===== config.mk =====
export PLATFORM = sky130hd
export DESIGN_NAME = rom4001_responder_flat
export DESIGN_NICKNAME = d
export VERILOG_FILES = /design/src/rtl/rom4001_responder_if.sv /design/src/rtl/rom4001_responder.sv /design/src/flat_wrapper.sv
export SDC_FILE = /design/constraint.sdc
export NUM_CORES = 1
export LEC_CHECK = 0
export CAP_MARGIN = 20
export CORE_MARGIN = 4
export CORE_UTILIZATION = 45
export CTS_BUF_LIST = sky130_fd_sc_hd__clkbuf_4
export DETAILED_ROUTE_END_ITERATION = 10
export HOLD_SLACK_MARGIN = 0.03
export PLACE_DENSITY_LB_ADDON = 0.08
export SLEW_MARGIN = 0
export SYNTH_ARGS = -nofsm -noshare
export SYNTH_HDL_FRONTEND = slang
export SYNTH_SLANG_ARGS = --single-unit

===== constraint.sdc =====
create_clock -name clk -period 6.1 [get_ports clk]
set_input_delay 1.22 -clock clk [delete_from_list [all_inputs] [get_ports clk]]
set_output_delay 1.22 -clock clk [all_outputs]
set_load 0.01 [all_outputs]

===== src/rtl/rom4001_responder_if.sv =====
// Bus bundle between the 4004 core and a 4001-style ROM/I-O responder.
interface rom4001_responder_if;
  logic       phaseEn;
  logic       sync;
  logic       cmRom;
  logic [3:0] dataIn;
  logic [3:0] dataOut;
  logic       dataOe;
  logic [3:0] ioIn;
  logic [3:0] ioOut;
  logic       locked;

  // Core side drives the bus phase timing and nibbles; reads back responder drive.
  modport master (
    output phaseEn, sync, cmRom, dataIn, ioIn,
    input  dataOut, dataOe, ioOut, locked
  );

  // Responder side.
  modport slave (
    input  phaseEn, sync, cmRom, dataIn, ioIn,
    output dataOut, dataOe, ioOut, locked
  );
endinterface


===== src/rtl/rom4001_responder.sv =====
// 4001-style ROM slice with 4-bit I/O port on the 4004 multiplexed bus.
// The ROM image is a 256 x 8 packed parameter; byte n sits at bits [8n+7:8n], byte = {OPR,OPA}.
module rom4001_responder #(
  parameter logic [3:0]    CHIP_ID   = 4'h0,
  parameter logic [2047:0] ROM_IMAGE = '0
) (
  input logic                clk,
  input logic                rst,
  rom4001_responder_if.slave bus
);

  typedef enum logic [2:0] {
    PH_A1 = 3'd0, PH_A2 = 3'd1, PH_A3 = 3'd2, PH_M1 = 3'd3,
    PH_M2 = 3'd4, PH_X1 = 3'd5, PH_X2 = 3'd6, PH_X3 = 3'd7
  } phase_t;

  typedef enum logic [1:0] {IO_NONE = 2'd0, IO_WRR = 2'd1, IO_RDR = 2'd2} io_op_t;

  localparam logic [3:0] OPR_IO  = 4'hE;
  localparam logic [3:0] OPA_WRR = 4'h2;
  localparam logic [3:0] OPA_RDR = 4'hA;

  phase_t     phase_q, phase_d;
  io_op_t     io_op_q, io_op_d;
  logic       locked_q, locked_d;
  logic       hit_q, hit_d;
  logic       src_sel_q, src_sel_d;
  logic       data_oe_q, data_oe_d;
  logic [7:0] addr_q, addr_d;
  logic [7:0] rom_data_q, rom_data_d;
  logic [3:0] opr_q, opr_d;
  logic [3:0] opa_q, opa_d;
  logic [3:0] data_out_q, data_out_d;
  logic [3:0] io_out_q, io_out_d;
  logic [7:0] rom_byte;
  logic [3:0] opa_eff;

  // Asynchronous ROM lookup at the fully latched address.
  assign rom_byte = ROM_IMAGE[{addr_q, 3'b000} +: 8];

  // State register; rst returns everything to idle, unframed.
  always_ff @(posedge clk or posedge rst) begin
    if (rst) begin
      phase_q    <= PH_X3;
      io_op_q    <= IO_NONE;
      locked_q   <= 1'b0;
      hit_q      <= 1'b0;
      src_sel_q  <= 1'b0;
      data_oe_q  <= 1'b0;
      addr_q     <= '0;
      rom_data_q <= '0;
      opr_q      <= '0;
      opa_q      <= '0;
      data_out_q <= '0;
      io_out_q   <= '0;
    end else begin
      phase_q    <= phase_d;
      io_op_q    <= io_op_d;
      locked_q   <= locked_d;
      hit_q      <= hit_d;
      src_sel_q  <= src_sel_d;
      data_oe_q  <= data_oe_d;
      addr_q     <= addr_d;
      rom_data_q <= rom_data_d;
      opr_q      <= opr_d;
      opa_q      <= opa_d;
      data_out_q <= data_out_d;
      io_out_q   <= io_out_d;
    end
  end

  // Phase sequencing plus the latch/drive action tied to the phase that is ending.
  always_comb begin
    phase_d    = phase_q;
    io_op_d    = io_op_q;
    locked_d   = locked_q;
    hit_d      = hit_q;
    src_sel_d  = src_sel_q;
    data_oe_d  = data_oe_q;
    addr_d     = addr_q;
    rom_data_d = rom_data_q;
    opr_d      = opr_q;
    opa_d      = opa_q;
    data_out_d = data_out_q;
    io_out_d   = io_out_q;
    opa_eff    = hit_q ? opa_q : bus.dataIn;

    if (bus.phaseEn) begin
      // Drive lasts exactly one phase unless re-asserted below.
      data_oe_d  = 1'b0;
      data_out_d = '0;
      if (bus.sync) begin
        // Phase ending is X3 by definition; any partial cycle is abandoned.
        phase_d  = PH_A1;
        locked_d = 1'b1;
      end else begin
        phase_d = phase_t'(3'(phase_q + 3'd1));
        if (locked_q) begin
          case (phase_q)
            PH_A1: addr_d[3:0] = bus.dataIn;
            PH_A2: addr_d[7:4] = bus.dataIn;
            PH_A3: begin
              hit_d      = (bus.dataIn == CHIP_ID);
              rom_data_d = rom_byte;
              if (bus.dataIn == CHIP_ID) begin
                data_out_d = rom_byte[7:4];
                data_oe_d  = 1'b1;
                opr_d      = rom_byte[7:4];
              end
            end
            PH_M1: begin
              if (hit_q) begin
                data_out_d = rom_data_q[3:0];
                data_oe_d  = 1'b1;
                opa_d      = rom_data_q[3:0];
              end else begin
                opr_d = bus.dataIn;
              end
            end
            PH_M2: begin
              if (!hit_q) opa_d = bus.dataIn;
              io_op_d = IO_NONE;
              if (bus.cmRom && opr_q == OPR_IO) begin
                if (opa_eff == OPA_WRR)      io_op_d = IO_WRR;
                else if (opa_eff == OPA_RDR) io_op_d = IO_RDR;
              end
            end
            PH_X1: begin
              if (io_op_q == IO_RDR && src_sel_q) begin
                data_out_d = bus.ioIn;
                data_oe_d  = 1'b1;
              end
            end
            PH_X2: begin
              if (io_op_q == IO_WRR && src_sel_q) io_out_d = bus.dataIn;
              if (bus.cmRom && io_op_q == IO_NONE) src_sel_d = (bus.dataIn == CHIP_ID);
            end
            PH_X3: ;
            default: ;
          endcase
        end
      end
    end
  end

  assign bus.dataOut = data_out_q;
  assign bus.dataOe  = data_oe_q;
  assign bus.ioOut   = io_out_q;
  assign bus.locked  = locked_q;

endmodule

===== src/flat_wrapper.sv =====
// flat-port wrapper written by rule: the top's interface ports become plain ports
module rom4001_responder_flat 
#(
  parameter logic [3:0]    CHIP_ID   = 4'h0,
  parameter logic [2047:0] ROM_IMAGE = '0
)
  (clk, rst, bus_phaseEn, bus_sync, bus_cmRom, bus_dataIn, bus_ioIn, bus_dataOut, bus_dataOe, bus_ioOut, bus_locked);
  rom4001_responder_if bus_i ();
  input logic clk;
  input logic rst;
  input wire logic [$bits(bus_i.phaseEn)-1:0] bus_phaseEn;
  input wire logic [$bits(bus_i.sync)-1:0] bus_sync;
  input wire logic [$bits(bus_i.cmRom)-1:0] bus_cmRom;
  input wire logic [$bits(bus_i.dataIn)-1:0] bus_dataIn;
  input wire logic [$bits(bus_i.ioIn)-1:0] bus_ioIn;
  output wire logic [$bits(bus_i.dataOut)-1:0] bus_dataOut;
  output wire logic [$bits(bus_i.dataOe)-1:0] bus_dataOe;
  output wire logic [$bits(bus_i.ioOut)-1:0] bus_ioOut;
  output wire logic [$bits(bus_i.locked)-1:0] bus_locked;
  assign bus_i.phaseEn = bus_phaseEn;
  assign bus_i.sync = bus_sync;
  assign bus_i.cmRom = bus_cmRom;
  assign bus_i.dataIn = bus_dataIn;
  assign bus_i.ioIn = bus_ioIn;
  assign bus_dataOut = bus_i.dataOut;
  assign bus_dataOe = bus_i.dataOe;
  assign bus_ioOut = bus_i.ioOut;
  assign bus_locked = bus_i.locked;
  rom4001_responder #(.CHIP_ID(CHIP_ID), .ROM_IMAGE(ROM_IMAGE)) u_core (.clk(clk), .rst(rst), .bus(bus_i));
endmodule

Word-level counts from Yosys, hierarchy flattened --
Index checks and enable logic that the tools add are counted. Widths: inputs -> output; s select.
Word-level totals: input port bits 13, word-level logic and storage cells 70, register bits 37, output and inout port bits 10
Operators by class: shift-type cells 1, bitwise logic cells 1, $add $sub $neg 1, mux-type cells 22, reduce and logical (&&, ||, !) cells 18, equality and inequality tests 14
Operators by type and width (number):
- $shiftx 2048x12->8 const A | 1
- $mux 4 | 9
- $pmux 4 s2 | 2
- $reduce_and 4->1 | 4
- $reduce_and 5->1 | 3
- $pmux 4 s3 | 1
- $eq 3x3->1 const B | 3
- $eq 4x4->1 const B | 2
- $eq 3x2->1 const B | 2
- $mux 2 | 3
- $reduce_and 6->1 | 1
- $mux 1 | 5
- $eq 4x2->1 const B | 1
- $logic_and 1x1->1 | 4
- $logic_not 4->1 | 1
- $ne 2x1->1 const B | 2
- $reduce_bool 2->1 | 2
- $add 3x1->3 const B | 1
- $eq 3x1->1 const B | 1
- $logic_not 3->1 | 1
- $mux 3 | 1
- $pmux 1 s3 | 1
- $eq 2x1->1 const B | 1
- $eq 2x2->1 const B | 1
- other kinds (4) | 4

Longest topological paths before layout --
Gate-level depths: netlist of run 1.
depth after elaboration 6, gate-level depth with buffers 6, mapped depth without buffers 5

Least setup slack after synthesis of run 1 --
Ideal clock, no wire load.
path type input to register, start input bus_sync, end register u_core.io_out_q[0] (netlist: u_core.bus.ioOut[0]), data required time 5.975 ns, arrival 2.320 ns, library setup time 0.125 ns, path buffers 0, slack 3.655 ns, stages on the path 3, path through nand3b_1 -> nor3_1 -> mux2_2
Between the ends: word-level cells in the longest chain between the ends 2
Ends and longest elaborated chain:
- start: declaration | RTL line flat_wrapper.sv:12 | input wire logic [$bits(bus_i.sync)-1:0] bus_sync;
- $not 1->1 (no line)
- $reduce_and 5->1 (no line)
- end signal: assignment | RTL line rom4001_responder.sv:68 | io_out_q <= io_out_d;
- end: declaration | RTL line rom4001_responder.sv:34 | logic [3:0] io_out_q, io_out_d;
Every way passes these cells. A chain may end at the register's enable or synchronous reset.

Final worst setup path of run 1 --
start input bus_phaseEn, end register u_core.io_out_q[1] (netlist: u_core.bus.ioOut[1])
Between the ends: word-level cells in the longest chain between the ends 1
Ends and longest elaborated chain:
- start: declaration | RTL line flat_wrapper.sv:11 | input wire logic [$bits(bus_i.phaseEn)-1:0] bus_phaseEn;
- $reduce_and 5->1 (no line)
Every way passes these cells.

==> impl_metrics.tcl, run 1 <==
set metrics [dict create \
    grt.met3_usage_pct 3.020 \
    worst_pin_slew_ns 0.9479 \
    cts_root_buf "clkbuf_4" \
    synth.distinct_cells 38 \
    clockBufferDepth 2 \
    synth.avg_cell_area_um2 10.58 \
    grt_util_met1_pct 21.23 \
    worstPathArrival_ns 3.53 \
    ctsHoldBuffers 0 \
    nNetsFinal 171 \
    crit_chain "clkdlybuf4s50_1, nand3b_1, nor3_1, mux2_2" \
    gr-total-overflow 0 \
    ant_nets 0 \
    grt.total_usage_pct 16.65 \
    cts_tree "built" \
    post_drt_wl_per_cell_um 16.77 \
    finalCriticalPeriod_ns 3.294 \
    grt_use_met2_pct 28.19 \
    fin_crit_sh_pct 54.00 \
    max_freq_mhz 303.6 \
    initial_core_util_pct 48.61 \
    cellPowerDensity_nw_per_um2 215.9 \
    firstDrtPassIters 4 \
    worstSetupStartpointType "input port" \
    syn_inst 130 \
    synth_area_um2 1375 \
    grt_pass1_wl_um 5416 \
    worstPathRequired_ns 6.33 \
    worstSkewPairLatency_ns 0.33 \
    hold_viol_final 0 \
    critPathKind "input port to register" \
    syn-num-nets 148 \
    slew_headroom_pct 36.74 \
    grt_max_degree 26 \
    slew_violations 0 \
    drc_errors 0 \
    die_y_um 63.28 \
    cp_slowest_cell "clkdlybuf4s50_1" \
    dp_hpwl_um 2232 \
    area_delta_synth_final_pct 19.93 \
    portBuffers 22 \
    synth-edff-count 0 \
    leakage_nw 0.6571 \
    fin_skew_ns 0.004381 \
    die_w_um 63.28 \
    rsz0062_at_grt "false" \
    dr_total_vias 1083 \
    yosysWarnings 0 \
    cts.htree.levels 1 \
    viasPerCell 5.918 \
    seq_area_frac_synth_pct 45.77 \
    dieArea_um2 4004 \
    ys_async_sr_fraction_pct 100.0 \
    status "complete, no violations" \
    critPathMaxFanout 17 \
    postCtsSetupBuffers 0 \
    ys_ff_latch 25 \
    mostFrequentLayoutCells "22 x clkdlybuf4s50_1, 22 x dfrtp_1, 17 x inv_1" \
    finalSetupViolations 0 \
    cts.sinks 25 \
    hp-class "register to register" \
    ir_worst_vdd_mv 0.09505 \
    critPathTopFamily "simple AND/OR/NAND/NOR gates" \
    core-area_um2 2829 \
    layoutNonFillerInstCount 183 \
    grt_pass1_vias 1143 \
    drt-initial-drc-count 60 \
    placedCellCount 178 \
    drv_cap 0 \
    finalSetupTns_ns 0 \
    cp-end-kind "register" \
    clk_pin_slew_ns 0.15 \
    crit_buf_inv 1 \
    busiest_layer "met2" \
    drive_gt1_share_pct 13.82 \
    post_cts_resized 0 \
    routed_wirelength_um 3068 \
    num_io_pins 23 \
    ys.flop_type "dfrtp_1" \
    num_rows 19 \
    antenna_found_initial 0 \
    cpPeakStageDelay_ns 0.72 \
    whs_ns 0.5344 \
    antenna_cells 0 \
    place_congestion 0.8219 \
    cts_buffers 3 \
]
## sequential cells by signal, summed over array words and instances, names as in the netlist
| name | cells |
|---|---|
| u_core.phase_q | 3 |
| u_core.bus.dataOut | 4 |
| u_core.bus.ioOut | 4 |
| u_core.opa_q | 4 |
| u_core.opr_q | 4 |
| u_core.bus.locked | 1 |
| u_core.hit_q | 1 |
| u_core.io_op_q | 2 |
| u_core.bus.dataOe | 1 |
| u_core.src_sel_q | 1 |
## power breakdown
group	switching (mW)	internal (mW)	total, mW
Clock	0.0551	0.0251	0.0802
Combinational	0.0365	0.0370	0.0735
Sequential	0.0169	0.185	0.202
Total	0.109	0.248	0.356
## routing by layer
layer,share of wire [%],wire length [µm]
met5,0,0
met4,1.2,36
met3,5.4,166
met2,48,1459
met1,46,1405
## synthesized netlist by cell type, types with 3 or more instances
cell type / n / area (µm²)
o2bb2ai_1: 4 / 35.03
nor2b_1: 3 / 18.77
o22ai_1: 6 / 37.54
ha_1: 5 / 62.56
nand3b_1: 6 / 45.04
mux2_2: 6 / 67.56
a221o_2: 4 / 45.04
dfrtp_1: 22 / 550.5
nor3_1: 3 / 15.01
dfstp_2: 3 / 78.83
clkbuf_1: 4 / 15.01
a31oi_1: 3 / 18.77
nand2_1: 6 / 22.52
o21ai_0: 6 / 30.03
inv_1: 17 / 63.81
## layout make-up
class,instances,area (µm²)
fillers,244,1180
multi-input cells,83,661.9
flip-flops and latches,25,629.4
repair buffers,23,225.2
inverters,17,63.81
well taps,31,38.79
clock buffers,3,22.52
clock inverters,1,7.507
## per-stage QoR
step	setup slack [ns]	power (mW)	instance area [µm²]	util [%]
finish	2.806	0.3561	1649	58.29
CTS	2.793	0.3579	1644	58.12
floorplan	3.655	0.2541	1375	-
global placement	2.524	0.2761	1614	57.05
detailed placement	2.412	0.2791	1614	57.05
global route	2.630	0.3788	1649	58.29
## worst paths after layout
path / start / endpoint / slack (ns) / cells past startpoint
worst max-delay path: bus_phaseEn / u_core.bus.ioOut[1]$_DFFE_PP0P_ / 2.81 / 4
worst min-delay path: u_core.bus.ioOut[2]$_DFFE_PP0P_ / u_core.bus.ioOut[2]$_DFFE_PP0P_ / 0.53 / 1
worst max register to register: u_core.bus.locked$_DFFE_PP0P_ / u_core.bus.ioOut[1]$_DFFE_PP0P_ / 4.08 / 3
worst min register to register: u_core.bus.ioOut[2]$_DFFE_PP0P_ / u_core.bus.ioOut[2]$_DFFE_PP0P_ / 0.53 / 1
max in group asynchronous: rst / u_core.opa_q[2]$_DFFE_PP0P_ / 4.14 / 2
min in group asynchronous: rst / u_core.bus.dataOut[0]$_DFFE_PP0P_ / 1.38 / 2
## cells by family (layout without fill, tap and decap cells)
logic type	after synthesis	after routing	synth area share (%)
AND/OR/NAND/NOR	38	38	18.29
AO/OA/AOI/OAI	32	32	18.93
adder cells (fa/ha/maj)	5	5	4.550
multiplexers	8	8	6.369
buffers and inverters	22	44	6.096
flip-flops	25	25	45.77
Note: power is estimated with default switching activity, not from simulation.
==> run 2: changes to the inputs <==
- clock period: 6.1 -> 2.65 ns (I/O delays scaled with it)
==> run 2 against run 1 <==
  * Setup slack worse by 2.2 ns
  * Combinational power up 130%
  * Via count up 0.83%
  * Hold slack worse by 0.010 ns
  * Sequential share of layout area down 0.90 points
  * First-iteration DRC count down 38%
  * Critical path depth unchanged
  * Die area unchanged
  * Core utilization up 1.4 points
  * Power up 130%
  * Largest cell class unchanged
==> impl_metrics.tcl, run 2 (same netlist as run 1, synthesis figures left out) <==
set metrics [dict create \
    antenna_cells 0 \
    grt_pass1_wl_um 5154 \
    clock_power_share_pct 22.4 \
    power.switching_mw 0.2368 \
    cp_slowest_cell "dfstp_2" \
    hold_viol_final 0 \
    clk_pin_slew_ns 0.14 \
    hp-class "register to register" \
    critPathMaxFanout 7 \
    design_area_um2 1689 \
    met1_length_um 1376 \
    worstPathRequired_ns 2.87 \
    gr-total-overflow 0 \
    wl_met2_um 1407 \
    cp-end-kind "register" \
    cellPowerDensity_nw_per_um2 486.7 \
    grt_pass1_vias 1084 \
    place_congestion 0.8520 \
    internal_power_mw 0.5852 \
    clockBufferDepth 2 \
    crit_chain "ha_1, nor2b_1, o21ai_0, a221o_2" \
    slew_violations 0 \
    worstSetupStartpointType "register" \
    status "complete, no violations" \
    cts_tree "built" \
    num_io_pins 23 \
    cts.sinks 25 \
    critPathKind "register to register" \
    dp_hpwl_um 2165 \
    cts.htree.levels 1 \
    antenna_found_initial 0 \
    postCtsSetupBuffers 0 \
    worst_pin_slew_ns 0.4583 \
    final_util_pct 59.71 \
    leakage_nw 0.6867 \
    total_power_mw 0.8221 \
    max_freq_mhz 490.0 \
    portBuffers 22 \
    worstPathArrival_ns 2.26 \
    fin_crit_sh_pct 77.01 \
    drc_errors 0 \
    seq_area_um2 629.4 \
    core-area_um2 2829 \
    slew_headroom_pct 69.13 \
    ctsHoldBuffers 0 \
    drv_cap 0 \
    grt.total_usage_pct 16.05 \
    viasPerCell 5.809 \
    mostFrequentLayoutCells "22 x clkdlybuf4s50_1, 22 x dfrtp_1, 17 x inv_1" \
    nNetsFinal 176 \
    met3WireLength_um 113 \
    die_w_um 63.28 \
    swShare_pct 28.81 \
    cts_root_buf "clkbuf_4" \
    grt_max_degree 26 \
    finalSetupViolations 0 \
    post_drt_wl_per_cell_um 15.63 \
    cts_buffers 3 \
    rsz0062_at_grt "false" \
    fin_skew_ns 0.003653 \
    ant_nets 0 \
    drive_gt1_share_pct 16.56 \
    pwr-share-comb_pct 21.0 \
    ir_worst_vdd_mv 0.2640 \
    post_cts_resized 0 \
    p_seq_share_pct 56.7 \
    finalSetupTns_ns 0 \
    firstDrtPassIters 4 \
    area_delta_synth_final_pct 22.84 \
    routed_wirelength_um 2938 \
    worstSkewPairLatency_ns 0.32 \
    fillerInstances 255 \
    cpPeakStageDelay_ns 0.56 \
    initial_core_util_pct 48.61 \
    dr_total_vias 1092 \
    placedInstanceArea_um2 1659 \
    r2r_slack_ns 0.61 \
    multi_input_area_um2 661.9 \
    top_layer_used "met4" \
    die_y_um 63.28 \
    drt-initial-drc-count 37 \
    dieArea_um2 4004 \
    num_rows 19 \
    finalCriticalPeriod_ns 2.041 \
]
==> run 2: changes by cell type in the layout (fill, tap and decap cells not counted), sizes merged <==
cell      change
buf           +6
clkinvlp      -1
==> run 2: path summary, 6_finish.rpt <==
| path | start | to | depth (start not counted) |
|---|---|---|---|
| setup / recovery | u_core.phase_q[1]$_DFFE_PP1P_ | u_core.opr_q[1]$_DFFE_PP0P_ | 4 |
| hold / removal | u_core.bus.ioOut[0]$_DFFE_PP0P_ | u_core.bus.ioOut[0]$_DFFE_PP0P_ | 1 |
| setup reg to reg | u_core.phase_q[1]$_DFFE_PP1P_ | u_core.opr_q[1]$_DFFE_PP0P_ | 4 |
| hold reg to reg | u_core.bus.ioOut[0]$_DFFE_PP0P_ | u_core.bus.ioOut[0]$_DFFE_PP0P_ | 1 |
| max in group asynchronous | rst | u_core.phase_q[2]$_DFFE_PP1P_ | 3 |
| min in group asynchronous | rst | u_core.bus.dataOe$_DFFE_PP0P_ | 3 |
==> run 2: cell type report <==
class                           instances  share of cell area, %
Timing Repair Buffer                   28                  15.70
Multi-Input combinational cell         83                  39.19
Sequential cell                        25                  37.26
Tap cell                               31                  2.296
Inverter                               17                  3.778
Clock buffer                            4                  1.778
==> run 2: metal layers <==
layer / track usage [%] / up-vias
li1: - / 541
met1: 21.37 / 522
met2: 26.09 / 25
met3: 2.487 / 4
met4: 6.469 / 0
met5: 0 / -
==> run 2: through the flow <==
stage	hold WS (ns)	worst slack, ns	std cells
final	0.5241	0.6093	188
after global routing	0.5539	0.4793	188
after CTS	0.5313	0.6350	188
after detailed placement	0.4999	0.3150	184
after global placement	0.4857	0.3623	184
after floorplan	0.4772	0.6959	130
==> run 2: worst max-delay path, delay by kind of cell (launching register included) <==
family                   cells  cell delay [ns]
AO/OA/AOI/OAI                2             0.65
flip-flops                   1             0.56
AND/OR/NAND/NOR              1             0.44
adder cells (fa/ha/maj)      1             0.29
==> run 2: power groups by stage <==
stage,sequential [mW],combinational (mW),clock [mW]
6_report,0.466,0.172,0.184
5_1_grt,0.474,0.193,0.211
4_1_cts,0.466,0.175,0.190
3_5_place_dp,0.473,0.173,0
3_3_place_gp,0.472,0.170,0
2_1_floorplan,0.455,0.130,0
==> edit 1, RTL diff (config.mk and constraints of run 2) <==
Encoding of `io_op_t`: now one-hot (3 bits for 3 values).
--- a/src/rtl/rom4001_responder.sv
+++ b/src/rtl/rom4001_responder.sv
@@ -16,3 +16,3 @@
 
-  typedef enum logic [1:0] {IO_NONE = 2'd0, IO_WRR = 2'd1, IO_RDR = 2'd2} io_op_t;
+  typedef enum logic [2:0] {IO_NONE = 3'b001, IO_WRR = 3'b010, IO_RDR = 3'b100} io_op_t;
 
Formal check against the unedited RTL: no difference found for any inputs over 10 cycles, from zero or initial values and one cycle with rst high; not proved beyond that.
==> edit 1 against run 2 <==
Global-route usage grew 0.76 points. Critical path type unchanged. Power grew 17%. Combinational power grew 7%. Setup slack lost 0.011 ns. Design area grew 3.6%. Area after synthesis grew 1.9%. Non-clock buffer count is the same. Routed wire length grew 5.4%. Sequential cell count grew 1. Largest power group unchanged. Sequential share of layout area grew 0.22 points. Largest cell class unchanged.
==> edit 1: results (changes against run 2) <==
STA
  – Worst-margin pin slew: 0.579 ns (was 0.458 ns)

Synthesis
  – Most common library cells after synthesis: dfrtp_1, inv_1, mux2_2, nand3b_1, o21ai_0 (was dfrtp_1, inv_1)
  – Net Count, Synth: 142 (was 148)
  – Sequential area share after synthesis: 46.8% (was 45.8%)
  – Top post-synthesis cells by area: dfrtp_1, dfstp_2, mux2_2, ha_1, nand3b_1 (was dfrtp_1, dfstp_2, mux2_2, inv_1, ha_1)
  – Syn Std Cell Area: 1400 sq um (was 1380 sq um)

GRT
  – Number of global-route vias before repair: 1170 (was 1084)
  – Wire length of the first global-routing pass: 5.46 mm (was 5.15 mm)
  – Global-route usage over all layers: 16.8% (was 16.1%)
  – Global routing usage on met2: 29.2% (was 26.1%)

Finish
  – Area taken by multi-input logic gates: 686 sq um (was 662 sq um)
  – Net count, final: 170 (was 176)
  – Non-clock inverters: 10 (was 17)
  – Count of flip-flops and latches: 26 (was 25)
  – Clock network share of area: 3.00% (was 1.78%)

Power
  – Clock network fraction of total power: 28.7% (was 22.4%)
  – Final total power: 958 uW (was 822 uW)
  – Seq power: 500 uW (was 466 uW)
  – Net Switching: 256 uW (was 237 uW)
  – Maximum resistive drop on vdd: 0.263 mV (was 0.264 mV)
  – Leakage Power: 0.000691 uW (was 0.000687 uW)

Setup path
  – Critical path peak fanout: 13 (was 7)
  – Data arrival time of the worst path: 2.28 ns (was 2.26 ns)
  – RR Endpoint: u_core.opa_q[2] (was u_core.opr_q[1])
  – Reg2reg start: u_core.phase_q[2] (was u_core.phase_q[1])
  – Crit path largest cell delay: 0.68 ns (was 0.56 ns)

Hold path
  – Destination of the worst hold path: u_core.bus.locked (was u_core.bus.ioOut[0])

Run status
  – Outcome: finished, final reports clean (unchanged)

Routing
  – Met1 wire length: 1.42 mm (was 1.38 mm)
  – Initial detailed-routing violation count: 63 (was 37)
  – Length of routed met2 wiring: 1.53 mm (was 1.41 mm)
  – Mean routed wirelength per cell: 16.1 um (was 15.6 um)
  – Total wire length: 3.10 mm (was 2.94 mm)

Placement
  – Area after detailed placement: 1700 sq um (was 1660 sq um)
  – Final weighted congestion in routability-driven placement: 0.824 (was 0.852)
  – Post-detail-place hpwl: 2.38 mm (was 2.16 mm)
  – Worst slack, placed: 0.288 ns (was 0.315 ns)
[edit 1: worst reg2reg max path, stage by stage, from the launching register on]
cell and delay (ns):
dfstp_2 0.68, inv_1 0.09, ha_1 0.26, nand3b_1 0.26
or2_2 0.36, a221oi_1 0.31
[edit 1: cells by family after synthesis]
group	count (synthesis)	share of synthesized area, %
AOI/OAI and AO/OA	37	21.9
adders and majority gates	5	4.46
buffers and inverters	15	4.29
DFF	26	46.8
muxes	9	7.14
and+or+nand+nor	32	15.4
[edit 1: worst max-delay path by stage]
stage,startpoint,to,slack (ns),cells past startpoint
floorplan,u_core.phase_q[2],u_core.opa_q[0],0.69,6
global placement,bus_dataIn[0],u_core.opr_q[1],0.33,4
detailed placement,bus_dataIn[3],u_core.opr_q[3],0.29,4
CTS,u_core.phase_q[2],u_core.opa_q[2],0.59,5
global route,u_core.phase_q[2],u_core.opa_q[2],0.47,5
finish,u_core.phase_q[2],u_core.opa_q[2],0.60,5
==> edit 2, RTL diff (flow settings as in run 2) <==
Without the edit above. Reset style: synchronous (`rst`), changed in one clocked block. Comments in the files are not updated.
--- a/src/rtl/rom4001_responder.sv
+++ b/src/rtl/rom4001_responder.sv
@@ -41,3 +41,3 @@
   // State register; rst returns everything to idle, unframed.
-  always_ff @(posedge clk or posedge rst) begin
+  always_ff @(posedge clk) begin
     if (rst) begin
Behaviour: differs if rst is asserted again (counterexample within 4 cycles, from zero or initial values and one cycle with rst high); with rst held inactive, the same outputs for 10 cycles.
==> edit 2 against run 2 <==
Global-route usage up 1.3 points. Via count is 4.2% lower. Setup slack got worse by 0.0043 ns. Critical path type is now in -> reg. Register-to-register slack better by 0.20 ns. Area after synthesis shrank 14%. Design area decreased by 13%. Sequential cell count is the same. Hold slack worse by 0.036 ns. Routed wire length decreased by 5.7%. First-iteration DRC count up 30%. Critical path depth grew 1.
Power is not compared: it rests on default switching activity, and its combinational part moved more than twofold at a synthesized area within 25%.
==> edit 2: results (changes against run 2) <==
Run status
  – Outcome: finished, final reports clean (unchanged)

Finish
  – Multi-input combinational area share: 43.5% (was 39.2%)
  – Synth-to-Final Area Change: 24.4% (was 22.8%)
  – Sequential fraction of total cell area: 33.9% (was 37.3%)
  – Number of multi-input combinational cells in the layout: 92 (was 83)
  – Final non-filler cell total: 182 (was 188)
  – Total of fill cells in the finished design: 241 (was 255)
  – Count of clock buffers in the final design: 3 (was 4)
  – Non-clock inverters: 6 (was 17)
  – Nonclk buf count: 25 (was 28)
  – Ratio of cells with drive above 1 in the final layout: 8.55% (was 16.6%)
  – Net count, final: 171 (was 176)
  – Signal buffers share of area: 16.5% (was 15.7%)

Hold path
  – Destination of the worst hold path: u_core.opa_q[3] (was u_core.bus.ioOut[0])
  – Worst min-delay path startpoint: u_core.opa_q[3] (was u_core.bus.ioOut[0])
  – Count of cells along the worst hold path: 2 (was 1)

GRT
  – Global routing usage on met3: 3.27% (was 2.49%)
  – Number of global-route vias before repair: 1058 (was 1084)
  – Wire length of the first global-routing pass: 4.72 mm (was 5.15 mm)
  – Met1 capacity usage during global routing: 22.2% (was 21.4%)
  – Global routing usage on met2: 28.2% (was 26.1%)
  – Number of antenna violations at the first check in global routing: 0 (unchanged)
  – Global-route usage over all layers: 17.3% (was 16.1%)
  – Maximum number of pins on one net before global-route repair: 19 (was 26)

Synthesis
  – Sequential area share after synthesis: 42.2% (was 45.8%)
  – Most common library cells after synthesis: dfxtp_1, nand2_1, nor2_1 (was dfrtp_1, inv_1)
  – Number of unique standard cell types used by synthesis: 36 (was 38)
  – Net Count, Synth: 146 (was 148)
  – Predominant post-synthesis flop cell: dfxtp_1 (was dfrtp_1)
  – Cell count after synthesis: 128 (was 130)
  – Top post-synthesis cells by area: dfxtp_1, mux2i_1, ha_1, a22o_1, nand2_1 (was dfrtp_1, dfstp_2, mux2_2, inv_1, ha_1)

STA
  – Shortest clock period the worst path allows after layout: 2.05 ns (was 2.04 ns)
  – Fin Clk Skew: 0.00961 ns (was 0.00365 ns)

Placement
  – Final weighted congestion in routability-driven placement: 0.835 (was 0.852)
  – Area after detailed placement: 1450 sq um (was 1660 sq um)
  – Worst slack, placed: 0.251 ns (was 0.315 ns)
  – Post-detail-place hpwl: 2.12 mm (was 2.16 mm)

Setup path
  – RR Endpoint: u_core.opa_q[0] (was u_core.opr_q[1])
  – Launch point of the critical path: bus_dataIn[0] (was u_core.phase_q[1])
  – Critical path peak fanout: 5 (was 7)
  – Worst-case register-to-register setup slack: 0.81 ns (was 0.61 ns)
  – Reg2reg start: u_core.phase_q[2] (was u_core.phase_q[1])
  – Slowest library cell on the worst path: clkdlybuf4s50_1 (was dfstp_2)
  – End point of the critical path: u_core.opr_q[0] (was u_core.opr_q[1])
  – Path depth of the worst reg2reg path: 5 (was 4)
  – Crit path largest cell delay: 0.52 ns (was 0.56 ns)

Routing
  – Total wire length: 2.77 mm (was 2.94 mm)
  – Initial detailed-routing violation count: 48 (was 37)
  – Total number of vias: 1046 (was 1092)

Clocking
  – # H-tree levels: 1 (unchanged)

Floorplanning
  – Placeable core region: 2500 sq um (was 2830 sq um)
[edit 2: kinds of logic (layout without fill, tap and decap cells)]
kind of cell / Yosys count / in the layout / share of synthesized area (%)
AND/OR/NAND/NOR: 48 / 48 / 23.3
multiplexers: 7 / 7 / 5.91
buffers and inverters: 11 / 35 / 3.69
adder cells (fa/ha/maj): 5 / 5 / 5.27
flip-flops: 25 / 25 / 42.2
AO/OA/AOI/OAI: 32 / 32 / 19.6
[edit 2: routing by layer]
layer | vias up | share of wire (%)
met4 | 0 | 1.6
met2 | 27 | 48
met1 | 490 | 46
met5 | - | 0
met3 | 5 | 4.2
li1 | 524 | -
[edit 2: where the power goes]
part / internal, uW / switching (uW)
clock: 57.8 / 120
sequential: 381 / 6.88
combinational: 33.9 / 38.0
total: 473 / 165
[edit 2: critical path: cells and delay by family]
family | cells | cell delay, ns
and+or+nand+nor | 1 | 0.48
buffers and inverters | 1 | 0.52
muxes | 1 | 0.13
AOI/OAI and AO/OA | 2 | 0.61
